### src/rtl/nios_div_pkg.sv
// Shared types and constants for the iterative Nios divider cell.
// Latency: n/a (declarations only).
// Backpressure: n/a.
package nios_div_pkg;

  localparam int DIV_W     = 32;
  localparam int DIV_ITERS = 32;
  localparam int DIV_CNT_W = 6;

  typedef enum logic [2:0] {
    IDLE,
    PREP,
    ITER,
    FIX,
    DONE
  } div_state_t;

endpackage

### src/rtl/nios_div_step.sv
// One radix-2 restoring division step: shift in a dividend bit, trial-subtract.
// Latency: purely combinational.
// Backpressure: none; evaluated every cycle by the owning FSM.
module nios_div_step #(
  parameter int DATA_W = 32
) (
  input  logic [DATA_W-1:0] rem,
  input  logic              dvd_msb,
  input  logic [DATA_W-1:0] divisor,
  output logic [DATA_W-1:0] rem_nxt,
  output logic              q_bit
);

  logic [DATA_W:0] shifted;
  logic [DATA_W:0] trial;
  logic            unused_trial_msb;

  // Trial subtract on DATA_W+1 bits; the compare decides keep vs. restore.
  // While rem < divisor holds, a kept difference always fits in DATA_W bits.
  always_comb begin
    shifted = {rem, dvd_msb};
    trial   = shifted - {1'b0, divisor};
    q_bit   = (shifted >= {1'b0, divisor});
    rem_nxt = q_bit ? trial[DATA_W-1:0] : shifted[DATA_W-1:0];
  end

  assign unused_trial_msb = trial[DATA_W];

endmodule

### src/rtl/nios_div_cell.sv
// Iterative 32-bit signed/unsigned divider (div/divu) around an unsigned restoring core.
// Latency: fixed 34 cycles from the start edge to the one-cycle done pulse.
// Backpressure: start is only honoured in IDLE; anything else is dropped, busy flags the window.
module nios_div_cell
  import nios_div_pkg::*;
#(
  parameter int DATA_W = DIV_W
) (
  input  logic              clk,
  input  logic              reset_n,
  input  logic              M_div_start,
  input  logic              M_div_signed,
  input  logic [DATA_W-1:0] M_div_src1,
  input  logic [DATA_W-1:0] M_div_src2,
  output logic              M_div_busy,
  output logic              M_div_done,
  output logic [DATA_W-1:0] M_div_quot,
  output logic [DATA_W-1:0] M_div_rem
);

  localparam logic [DIV_CNT_W-1:0] CNT_LAST = DIV_CNT_W'(DIV_ITERS - 1);
  localparam logic [DIV_CNT_W-1:0] CNT_ONE  = DIV_CNT_W'(1);

  div_state_t           state;
  logic [DIV_CNT_W-1:0] cnt;
  logic [DATA_W-1:0]    src1_r;
  logic [DATA_W-1:0]    src2_r;
  logic                 signed_r;
  logic [DATA_W-1:0]    rem_r;
  logic [DATA_W-1:0]    quo_r;   // dividend shifts out the top, quotient bits enter at the bottom
  logic [DATA_W-1:0]    dvs_r;
  logic                 q_neg;
  logic                 r_neg;
  logic                 div0;

  logic                 s1_neg;
  logic                 s2_neg;
  logic [DATA_W-1:0]    abs1;
  logic [DATA_W-1:0]    abs2;
  logic [DATA_W-1:0]    step_rem;
  logic                 step_q;

  // Magnitudes of the captured operands; 0x80000000 negates to itself and is used as unsigned.
  always_comb begin
    s1_neg = signed_r & src1_r[DATA_W-1];
    s2_neg = signed_r & src2_r[DATA_W-1];
    abs1   = s1_neg ? -src1_r : src1_r;
    abs2   = s2_neg ? -src2_r : src2_r;
  end

  nios_div_step #(
    .DATA_W (DATA_W)
  ) u_step (
    .rem     (rem_r),
    .dvd_msb (quo_r[DATA_W-1]),
    .divisor (dvs_r),
    .rem_nxt (step_rem),
    .q_bit   (step_q)
  );

  // Control FSM with the datapath registers and registered handshake/result outputs.
  always_ff @(posedge clk or negedge reset_n) begin
    if (!reset_n) begin
      state      <= IDLE;
      cnt        <= '0;
      src1_r     <= '0;
      src2_r     <= '0;
      signed_r   <= 1'b0;
      rem_r      <= '0;
      quo_r      <= '0;
      dvs_r      <= '0;
      q_neg      <= 1'b0;
      r_neg      <= 1'b0;
      div0       <= 1'b0;
      M_div_busy <= 1'b0;
      M_div_done <= 1'b0;
      M_div_quot <= '0;
      M_div_rem  <= '0;
    end else begin
      case (state)
        IDLE: begin
          if (M_div_start) begin
            src1_r     <= M_div_src1;
            src2_r     <= M_div_src2;
            signed_r   <= M_div_signed;
            M_div_busy <= 1'b1;
            state      <= PREP;
          end
        end
        PREP: begin
          rem_r <= '0;
          quo_r <= abs1;
          dvs_r <= abs2;
          q_neg <= s1_neg ^ s2_neg;
          r_neg <= s1_neg;
          div0  <= (src2_r == '0);
          cnt   <= '0;
          state <= ITER;
        end
        ITER: begin
          rem_r <= step_rem;
          quo_r <= {quo_r[DATA_W-2:0], step_q};
          cnt   <= cnt + CNT_ONE;
          if (cnt == CNT_LAST) begin
            state <= FIX;
          end
        end
        FIX: begin
          // Divide by zero reports all-ones and the untouched dividend, no sign fix-up.
          if (div0) begin
            M_div_quot <= '1;
            M_div_rem  <= src1_r;
          end else begin
            M_div_quot <= q_neg ? -quo_r : quo_r;
            M_div_rem  <= r_neg ? -rem_r : rem_r;
          end
          M_div_busy <= 1'b0;
          M_div_done <= 1'b1;
          state      <= DONE;
        end
        DONE: begin
          M_div_done <= 1'b0;
          state      <= IDLE;
        end
        default: begin
          state <= IDLE;
        end
      endcase
    end
  end

endmodule
### config.mk
export PLATFORM = sky130hd
export DESIGN_NAME = nios_div_cell
export DESIGN_NICKNAME = d
export VERILOG_FILES = /design/src/rtl/nios_div_pkg.sv /design/src/rtl/nios_div_step.sv /design/src/rtl/nios_div_cell.sv
export SDC_FILE = /design/constraint.sdc
export NUM_CORES = 1
export LEC_CHECK = 0
export CAP_MARGIN = 0
export CORE_ASPECT_RATIO = 2
export CORE_MARGIN = 4
export CORE_UTILIZATION = 50
export CTS_CLUSTER_SIZE = 8
export DETAILED_ROUTE_END_ITERATION = 16
export PLACE_DENSITY_LB_ADDON = 0.3
export SYNTH_ARGS = -nofsm -noshare
export SYNTH_HDL_FRONTEND = slang
export SYNTH_SLANG_ARGS = --single-unit
### constraint.sdc
create_clock -name clk -period 2.9 [get_ports clk]
set_input_delay 0.58 -clock clk [delete_from_list [all_inputs] [get_ports clk]]
set_output_delay 0.58 -clock clk [all_outputs]
set_load 0.01 [all_outputs]
* After elaboration in Yosys (flattened, before gate mapping)
Index checks and enable logic that the tools add are counted.
** Storage, ports and cells
- Logic and storage cells :: 56
- Flip-flop bits (word level) :: 239
- Output and inout bits :: 66
- Input port bits :: 68
** Cells by class
- Bitwise logic cells :: 3
- Multiplexer cells :: 16
- Equality and inequality tests :: 7
- Reduce and logical (&&, ||, !) cells :: 8
- $lt $le $gt $ge :: 1
- Add/sub/neg operators :: 6
** Operator list (number)
- $mux W32 :: 7
- $neg A32 Y32 :: 4
- $pmux W32 S2 :: 2
- $ge A33 B32 Y1 :: 1
- $logic_not A32 Y1 :: 1
- $sub A32 B32 Y32 :: 1
- $pmux W3 S4 :: 1
- $pmux W6 S2 :: 1
- $add A6 B1 Y6 const B :: 1
- $eq A3 B2 Y1 const B :: 2
- $eq A6 B5 Y1 const B :: 1
- $mux W3 :: 2
- $reduce_and A2 Y1 :: 3
- $reduce_bool A2 Y1 :: 3
- $ne A2 B2 Y1 const B :: 2
- $pmux W1 S2 :: 2
- $eq A3 B1 Y1 const B :: 1
- $eq A3 B3 Y1 const B :: 1
- $logic_not A3 Y1 :: 1
- $and A1 B1 Y1 :: 2
- $mux W1 :: 1
- $xor A1 B1 Y1 :: 1

* Depth between registers and ports, before layout
Gate-level depths: netlist (run 1).
- Depth after elaboration :: 3
- Mapped depth :: 13
- Mapped depth without buffers :: 12

* Modules after synthesis
Synthesis (run 1) repeated with hierarchy kept, for this count alone.
** Second synthesis, totals
- Cell total of the unflattened synthesis :: 1498
- Area, all modules :: 14057.2 um2
** By module, submodules not included
- nios_div_cell :: area each 11726.2 um2, seq. area each 5980.7 um2, cells an instance 1175, times used 1
- nios_div_step :: area each 2331.0 um2, seq. area each 0.0 um2, cells an instance 323, times used 1

* Worst setup path after synthesis (run 1)
OpenSTA, ideal clock, no wires.
- Path type :: flip-flop to flip-flop
- Start :: reg rem_r[8]
- End :: reg rem_r[14]
- Period minus slack after synthesis :: 2975 ps
- Buffers on the path :: 1
- Data arrival time :: 2853 ps
- Slack :: -75 ps
- Data required time :: 2778 ps
- Stages on the path, launching flop included :: 11
- Setup time :: 122 ps
- Cell sequence :: dfrtp_1 ha_1 and3_1 and3_1 a22o_1 o211ai_1 a31oi_1 o31a_1 buf_2 or3_1 a32o_1
** Between the ends
- Word-level cells in the longest chain between the ends :: 3
- Elaborated cells on any way between the ends :: 4
- Classes of those cells :: 1 x add/sub; 1 x order compare; 2 x mux
** RTL lines
- start: declaration :: RTL line nios_div_cell.sv:29 : logic [DATA_W-1:0] rem_r;
- start signal: assignment :: RTL line nios_div_cell.sv:101 : rem_r <= step_rem;
- $sub A32 B32 Y32 / $ge A33 B32 Y1 (equally long branches) :: RTL line nios_div_step.sv:22, nios_div_step.sv:23
- $mux W32 (*) :: RTL line nios_div_step.sv:24 : rem_nxt = q_bit ? trial[DATA_W-1:0] : shifted[DATA_W-1:0];
- $pmux W32 S2 (*) :: RTL line nios_div_cell.sv:80 : case (state)
Mark *: on every way between the ends. The rest lies on a longest branch, timed or not.
A chain may end at the register's enable or synchronous reset.

* Worst setup path after layout (run 1)
- Start :: reg rem_r[7]
- End :: reg rem_r[20]
The elaborated chain is that of the path after synthesis.

==> flow_metrics.py, run 1 <==
metrics = {
    "finish": {
        "seq_area_um2": 5982,
        "drive_above_1_share_pct": 23.24,
        "syn_to_final_growth_pct": 34.37,
        "final_cell_area_um2": 18730,
        "fin_nets": 1923,
        "final_cell_mix": "238 x dfrtp_1, 186 x buf_4, 160 x nand2_1",
        "final_common_cell": "dfrtp_1",
        "multi_input_area_um2": 8059,
        "fill_cells": 2261,
        "n_antenna_cell": 0,
    },
    "synth": {
        "synth_nets": 1629,
        "synth.ff_latch_count": 239,
        "syn_avg_cell_area_um2": 9.152,
        "ys_types": 64,
        "yosysWarnings": 0,
        "synth_edf_count": 0,
        "syn_inst": 1523,
        "synthArstFlopShare_pct": 100.0,
        "synth_area_um2": 13940,
        "yosys_most_used_dff": "dfrtp_1",
        "synth-seq-area-share_pct": 42.91,
    },
    "pwr": {
        "power_mw": 26.10,
        "vdd_drop_max_uv": 788.0,
        "power_density_nw_per_um2": 1394,
        "p_leak_nw": 8.041,
    },
    "global_routing": {
        "grt_max_degree": 83,
        "gr-total-overflow": 0,
        "grt_use_total_pct": 29.73,
        "grt_pass1_wl_mm": 71.99,
        "antenna_found_initial": 0,
        "grt_pass1_vias": 13540,
    },
    "critical_path": {
        "path_class": "reg2reg",
        "critPathMaxFanout": 5,
        "worstPathRequired_ns": 3.28,
        "worst-r2r-setup-slack_ns": -0.13,
        "cp_top_family": "compound AO/OA/AOI/OAI gates",
        "endpoint_kind": "flop",
        "slowest_stage": "dfrtp_1",
        "crit_arrival_ns": 3.41,
        "crit_chain": "buf_4, ha_4, a21oi_2, o21ai_2, a22o_1, o211ai_1, a31oi_1, o31a_1, buf_4, buf_6, nor2_4, buf_4, o211ai_1",
        "critPathLaunchType": "flop",
        "cp_common_cell": "buf_4",
        "cp_slowest_stage_delay_ns": 0.39,
        "cp_num_buf_inv": 4,
    },
    "cts": {
        "cts_made_buffers": 35,
        "clock-sinks": 239,
        "worstSkewPairLatency_ns": 0.53,
        "clk_path_buf_depth": 3,
        "htree_levels": 2,
        "cts_hold_buf": 0,
        "cts_root_buf": "clkbuf_16",
        "tritoncts": "done",
        "clkTransAtPathRegs_ns": 0.05,
    },
    "sta": {
        "fmax_ghz": 0.3298,
        "tightest_slew_ns": 1.147,
        "rsz0062_at_grt": "yes",
        "finalClockSkew_ns": 0.01369,
        "final-max-slew-violation-count": 0,
        "fin_ws_ns": -0.1318,
        "period_share_pct": 104.5,
        "final_hold_viol_count": 0,
        "relSlewSlack_pct": 21.54,
        "period_needed_ns": 3.032,
        "setup_viol": 33,
    },
    "drt": {
        "dr.max_layer_used": "met4",
        "wl_per_cell_um": 21.49,
        "met2_length_mm": 25.20,
        "dr_wl_met3_mm": 1.788,
        "firstDrtPassIters": 6,
        "drt-total-wl_mm": 46.67,
        "ant_nets": 0,
        "drt_iter0_drc": 735,
        "drc_errors": 0,
        "vias_per_cell": 5.981,
        "vias": 12990,
        "wl_met1_mm": 14.49,
    },
    "flow_run": {
        "drv_cap": 0,
    },
    "placement": {
        "place_area_um2": 16980,
        "pre_cts_ws_ns": -0.5099,
        "port_buffers": 133,
        "place.gp.congestion": 0.9967,
        "hpwl_mm": 34.88,
    },
    "floorplanning": {
        "die_x_um": 126.1,
        "die_y_um": 244.1,
        "die_area_um2": 30770,
        "start_util_pct": 50.60,
        "io_pins": 134,
        "core_area_um2": 27550,
        "row_count": 86,
    },
    "outcome": {
        "status": "finished, violations left",
        "violations": "negative setup slack",
    },
    "hold_path": {
        "hp-class": "in2async",
    },
}
==> final cells by class <==
cell class | instances | share of cell area (%)
Clock inverter | 2 | 0.1336
Timing Repair Buffer | 343 | 16.53
Sequential cell | 239 | 31.94
Multi-Input combinational cell | 1141 | 43.03
Clock buffer | 38 | 4.850
Inverter | 57 | 1.169
Tap cell | 352 | 2.352
==> state kept, by name, indices dropped and copies added (netlist names), 3 cells and up <==
signal,cells
M_div_quot,32
M_div_rem,32
cnt,6
dvs_r,32
quo_r,32
rem_r,32
src1_r,32
src2_r,32
state,3
==> per-layer routing <==
layer	GRT usage [%]	vias to the layer above
li1	-	6043
met1	27.96	6272
met2	54.82	460
met3	3.366	215
met4	26.97	0
met5	0	-
==> stage by stage <==
stage	hold WS, ns	TNS, ns	cells	utilization, %
CTS	0.04239	-0.6722	2159	66.32
floorplan	0.2844	0	1523	-
finish	0.03722	-1.747	2172	67.99
detailed placement	0.4693	-12.25	2108	61.64
global route	0.06752	-3.184	2172	67.99
global placement	0.4626	-10.18	2108	61.64
==> Yosys cell counts, types with 4 or more instances <==
| library cell | instances | share of area, % |
|---|---|---|
| dfrtp_1 | 239 | 43 |
| nand2_1 | 164 | 4.4 |
| o21ai_0 | 161 | 5.8 |
| nor2_1 | 109 | 2.9 |
| a21oi_1 | 97 | 3.5 |
| xor2_1 | 87 | 5.5 |
| clkbuf_1 | 73 | 2.0 |
| mux2_2 | 60 | 4.8 |
| inv_1 | 57 | 1.5 |
| xnor2_1 | 54 | 3.4 |
| ha_1 | 37 | 3.3 |
| o31ai_1 | 32 | 1.7 |
| a22oi_1 | 30 | 1.6 |
| a21o_1 | 24 | 1.3 |
| nand4_1 | 24 | 1.1 |
| o211ai_1 | 20 | 1.1 |
| nand3_1 | 18 | 0.65 |
| o41ai_1 | 18 | 1.1 |
| and3_1 | 17 | 0.76 |
| nor3_1 | 17 | 0.61 |
| or4_1 | 17 | 0.92 |
| or3_1 | 16 | 0.72 |
| nor4_1 | 14 | 0.63 |
| mux2i_1 | 13 | 0.93 |
| buf_1 | 11 | 0.30 |
| nand2b_1 | 10 | 0.45 |
| a31oi_1 | 8 | 0.36 |
| nor2b_1 | 7 | 0.31 |
| a211oi_1 | 6 | 0.32 |
| a41oi_1 | 5 | 0.31 |
| and2_1 | 5 | 0.22 |
| o21bai_1 | 5 | 0.27 |
| or2_2 | 5 | 0.22 |
| a211o_1 | 4 | 0.25 |
| a32o_1 | 4 | 0.29 |
| o21a_1 | 4 | 0.22 |
| o311ai_0 | 4 | 0.25 |
==> power by group <==
| part | internal (mW) | switching [mW] | leakage (nW) |
|---|---|---|---|
| registers | 4.92 | 1.70 | 2.94 |
| clock network | 2.19 | 1.45 | 0.457 |
| logic | 7.42 | 8.42 | 4.65 |
==> final timing paths <==
kind                       startpoint            end  cells after the start
min in group clk            dvs_r[16]      dvs_r[16]                      2
hold / removal                reset_n      src2_r[3]                      1
max in group asynchronous     reset_n  M_div_quot[8]                      2
setup reg to reg             rem_r[7]      rem_r[20]                     13
hold reg to reg             dvs_r[16]      dvs_r[16]                      2
setup / recovery             rem_r[7]      rem_r[20]                     13
==> kinds of logic after synthesis <==
family	share of synthesized area, %
AOI/OAI and AO/OA	20.10
adders and majority gates	3.465
buffers and inverters	3.905
xor gates and xnor gates	8.860
DFF	42.91
and+or+nand+nor	14.98
muxes	5.781
==> what timing repair did <==
| action | 4_1_cts | 5_1_grt |
|---|---|---|
| resized for setup | 70 | 71 |
| buffers inserted | 11 | 12 |
| pin swaps | 19 | 30 |
| setup endpoints to repair | 47 | 51 |
| endpoints found under the hold margin | 0 | 0 |
| gates cloned | 0 | 2 |
(Power assumes the default switching activity.)
==> inputs of run 2 (changes only) <==
--- a/config.mk
+++ b/config.mk
@@ -9,6 +9,7 @@
 export CORE_ASPECT_RATIO = 2
 export CORE_MARGIN = 4
 export CORE_UTILIZATION = 50
+export CTS_CLUSTER_DIAMETER = 60
 export CTS_CLUSTER_SIZE = 8
 export DETAILED_ROUTE_END_ITERATION = 16
 export PLACE_DENSITY_LB_ADDON = 0.3
==> results of run 2 <==
The final DEF is identical to that of run 1; final timing and power are the same.
==> inputs of run 3 (changes only) <==
==> constraint.sdc (replaced) <==
create_clock -name clk -period 3.55 [get_ports clk]
set_input_delay 0.71 -clock clk [delete_from_list [all_inputs] [get_ports clk]]
set_output_delay 0.71 -clock clk [all_outputs]
set_load 0.01 [all_outputs]
==> flow_metrics.py, run 3 (synthesis gave the netlist of run 1 again) <==
metrics = {
    "pwr": {
        "p_leak_nw": 7.142,
        "power_density_nw_per_um2": 1103,
        "vdd_drop_max_uv": 535.9,
    },
    "critical_path": {
        "crit_arrival_ns": 3.68,
        "endpoint_kind": "flop",
        "worstReg2RegEnd": "rem_r[24]",
        "critPathLaunchType": "flop",
        "rr_worst_depth": 12,
        "path_class": "reg2reg",
        "critPathMaxFanout": 4,
        "worst-r2r-setup-slack_ns": 0.23,
        "worstPathRequired_ns": 3.92,
        "reg2reg_from": "quo_r[31]",
        "startpoint": "quo_r[31]",
    },
    "finish": {
        "fin_cells": 2015,
        "drive_above_1_share_pct": 10.52,
        "fin_util_pct": 61.17,
        "seq_area_um2": 5982,
        "syn_to_final_growth_pct": 20.90,
        "final_cell_mix": "238 x dfrtp_1, 162 x nand2_1, 161 x o21ai_0",
        "n_antenna_cell": 0,
        "multi_input_area_um2": 7452,
        "final_common_cell": "dfrtp_1",
        "fin_nets": 1766,
        "fill_cells": 2432,
    },
    "sta": {
        "final-max-slew-violation-count": 0,
        "tightest_slew_ns": 1.039,
        "final.setup.tns_ns": 0,
        "final_hold_viol_count": 0,
        "relSlewSlack_pct": 30.75,
        "period_needed_ns": 3.317,
        "rsz0062_at_grt": "no",
        "fin_ws_ns": 0.2333,
        "fmax_ghz": 0.3015,
        "setup_viol": 0,
        "period_share_pct": 93.43,
        "finalClockSkew_ns": 0.01911,
    },
    "drt": {
        "drt_iter0_drc": 603,
        "wl_per_cell_um": 20.79,
        "ant_nets": 0,
        "vias": 11940,
        "drt-total-wl_mm": 41.90,
        "vias_per_cell": 5.923,
        "drc_errors": 0,
        "firstDrtPassIters": 7,
    },
    "placement": {
        "pre_cts_ws_ns": 0.2493,
        "port_buffers": 133,
        "place.gp.congestion": 0.9348,
        "place_inst": 1975,
        "hpwl_mm": 32.40,
    },
    "floorplanning": {
        "core_area_um2": 27550,
        "row_count": 86,
        "start_util_pct": 50.60,
        "die_x_um": 126.1,
        "die_area_um2": 30770,
        "die_y_um": 244.1,
        "io_pins": 134,
    },
    "cts": {
        "clkTransAtPathRegs_ns": 0.05,
        "clk_path_buf_depth": 3,
        "worstSkewPairLatency_ns": 0.53,
        "tritoncts": "done",
        "cts_made_buffers": 35,
        "clock-sinks": 239,
        "cts_setup_buffers": 0,
        "cts_root_buf": "clkbuf_16",
        "cts_hold_buf": 0,
        "cts_resized": 0,
        "htree_levels": 2,
    },
    "global_routing": {
        "gr-total-overflow": 0,
        "grt_max_degree": 102,
        "grt_pass1_wl_mm": 67.03,
        "grt_use_total_pct": 27.54,
        "grt_pass1_vias": 12450,
        "antenna_found_initial": 0,
    },
    "hold_path": {
        "hp-class": "in2async",
    },
    "flow_run": {
        "drv_cap": 0,
    },
    "outcome": {
        "status": "finished clean",
    },
}
run 3: changes by cell type in the layout (fill, tap and decap cells not counted), sizes merged:
cell / before / now
buf: 210 / 55
clkbuf: 39 / 38
nor2: 110 / 109
run 3: area by class of cell:
class / instances / share of cell area, %
Multi-Input combinational cell: 1140 / 44.22
Sequential cell: 239 / 35.50
Timing Repair Buffer: 187 / 10.86
Clock buffer: 38 / 5.391
Tap cell: 352 / 2.614
Inverter: 57 / 1.270
Clock inverter: 2 / 0.1485
run 3: how the worst max path moves through the flow:
| stage | end | depth (start not counted) |
|---|---|---|
| floorplan | rem_r[14] | 10 |
| global placement | rem_r[30] | 13 |
| detailed placement | M_div_rem[29] | 10 |
| CTS | M_div_rem[29] | 10 |
| global route | rem_r[22] | 11 |
| finish | rem_r[24] | 12 |
run 3: worst max-delay path, cell delays in order, from the launching register on:
cell,delay (ns)
dfrtp_1,0.39
inv_1,0.17
ha_1,0.21
inv_1,0.06
fa_1,0.42
a211oi_1,0.33
o21ai_0,0.18
and3_1,0.23
nor2_1,0.20
or4_1,0.27
a211oi_1,0.12
nor4_1,0.47
o31ai_1,0.11
run 3: power by group:
group	internal [mW]	switching (mW)	total (mW)	leakage, nW
clock	1.79	1.18	2.98	0.457
sequential	4.02	1.50	5.52	2.94
combinational	4.47	5.63	10.1	3.75
total	10.3	8.32	18.6	7.14
run 3: stage by stage:
stage	hold WS (ns)	cell area [um^2]	power, mW
finish	0.1734	16850	18.59
global route	0.2807	16850	19.99
CTS	0.2507	16850	18.65
detailed placement	0.4607	15920	15.60
global placement	0.4550	15920	15.39
floorplan	0.4144	13940	11.80
run 3: layer usage:
metal,global-route usage (%),share of wire [%],vias up
met5,0,0,-
met4,19.05,8.2,0
met3,2.907,3.3,131
met2,53.37,56,354
met1,26.37,32,5713
li1,-,-,5737
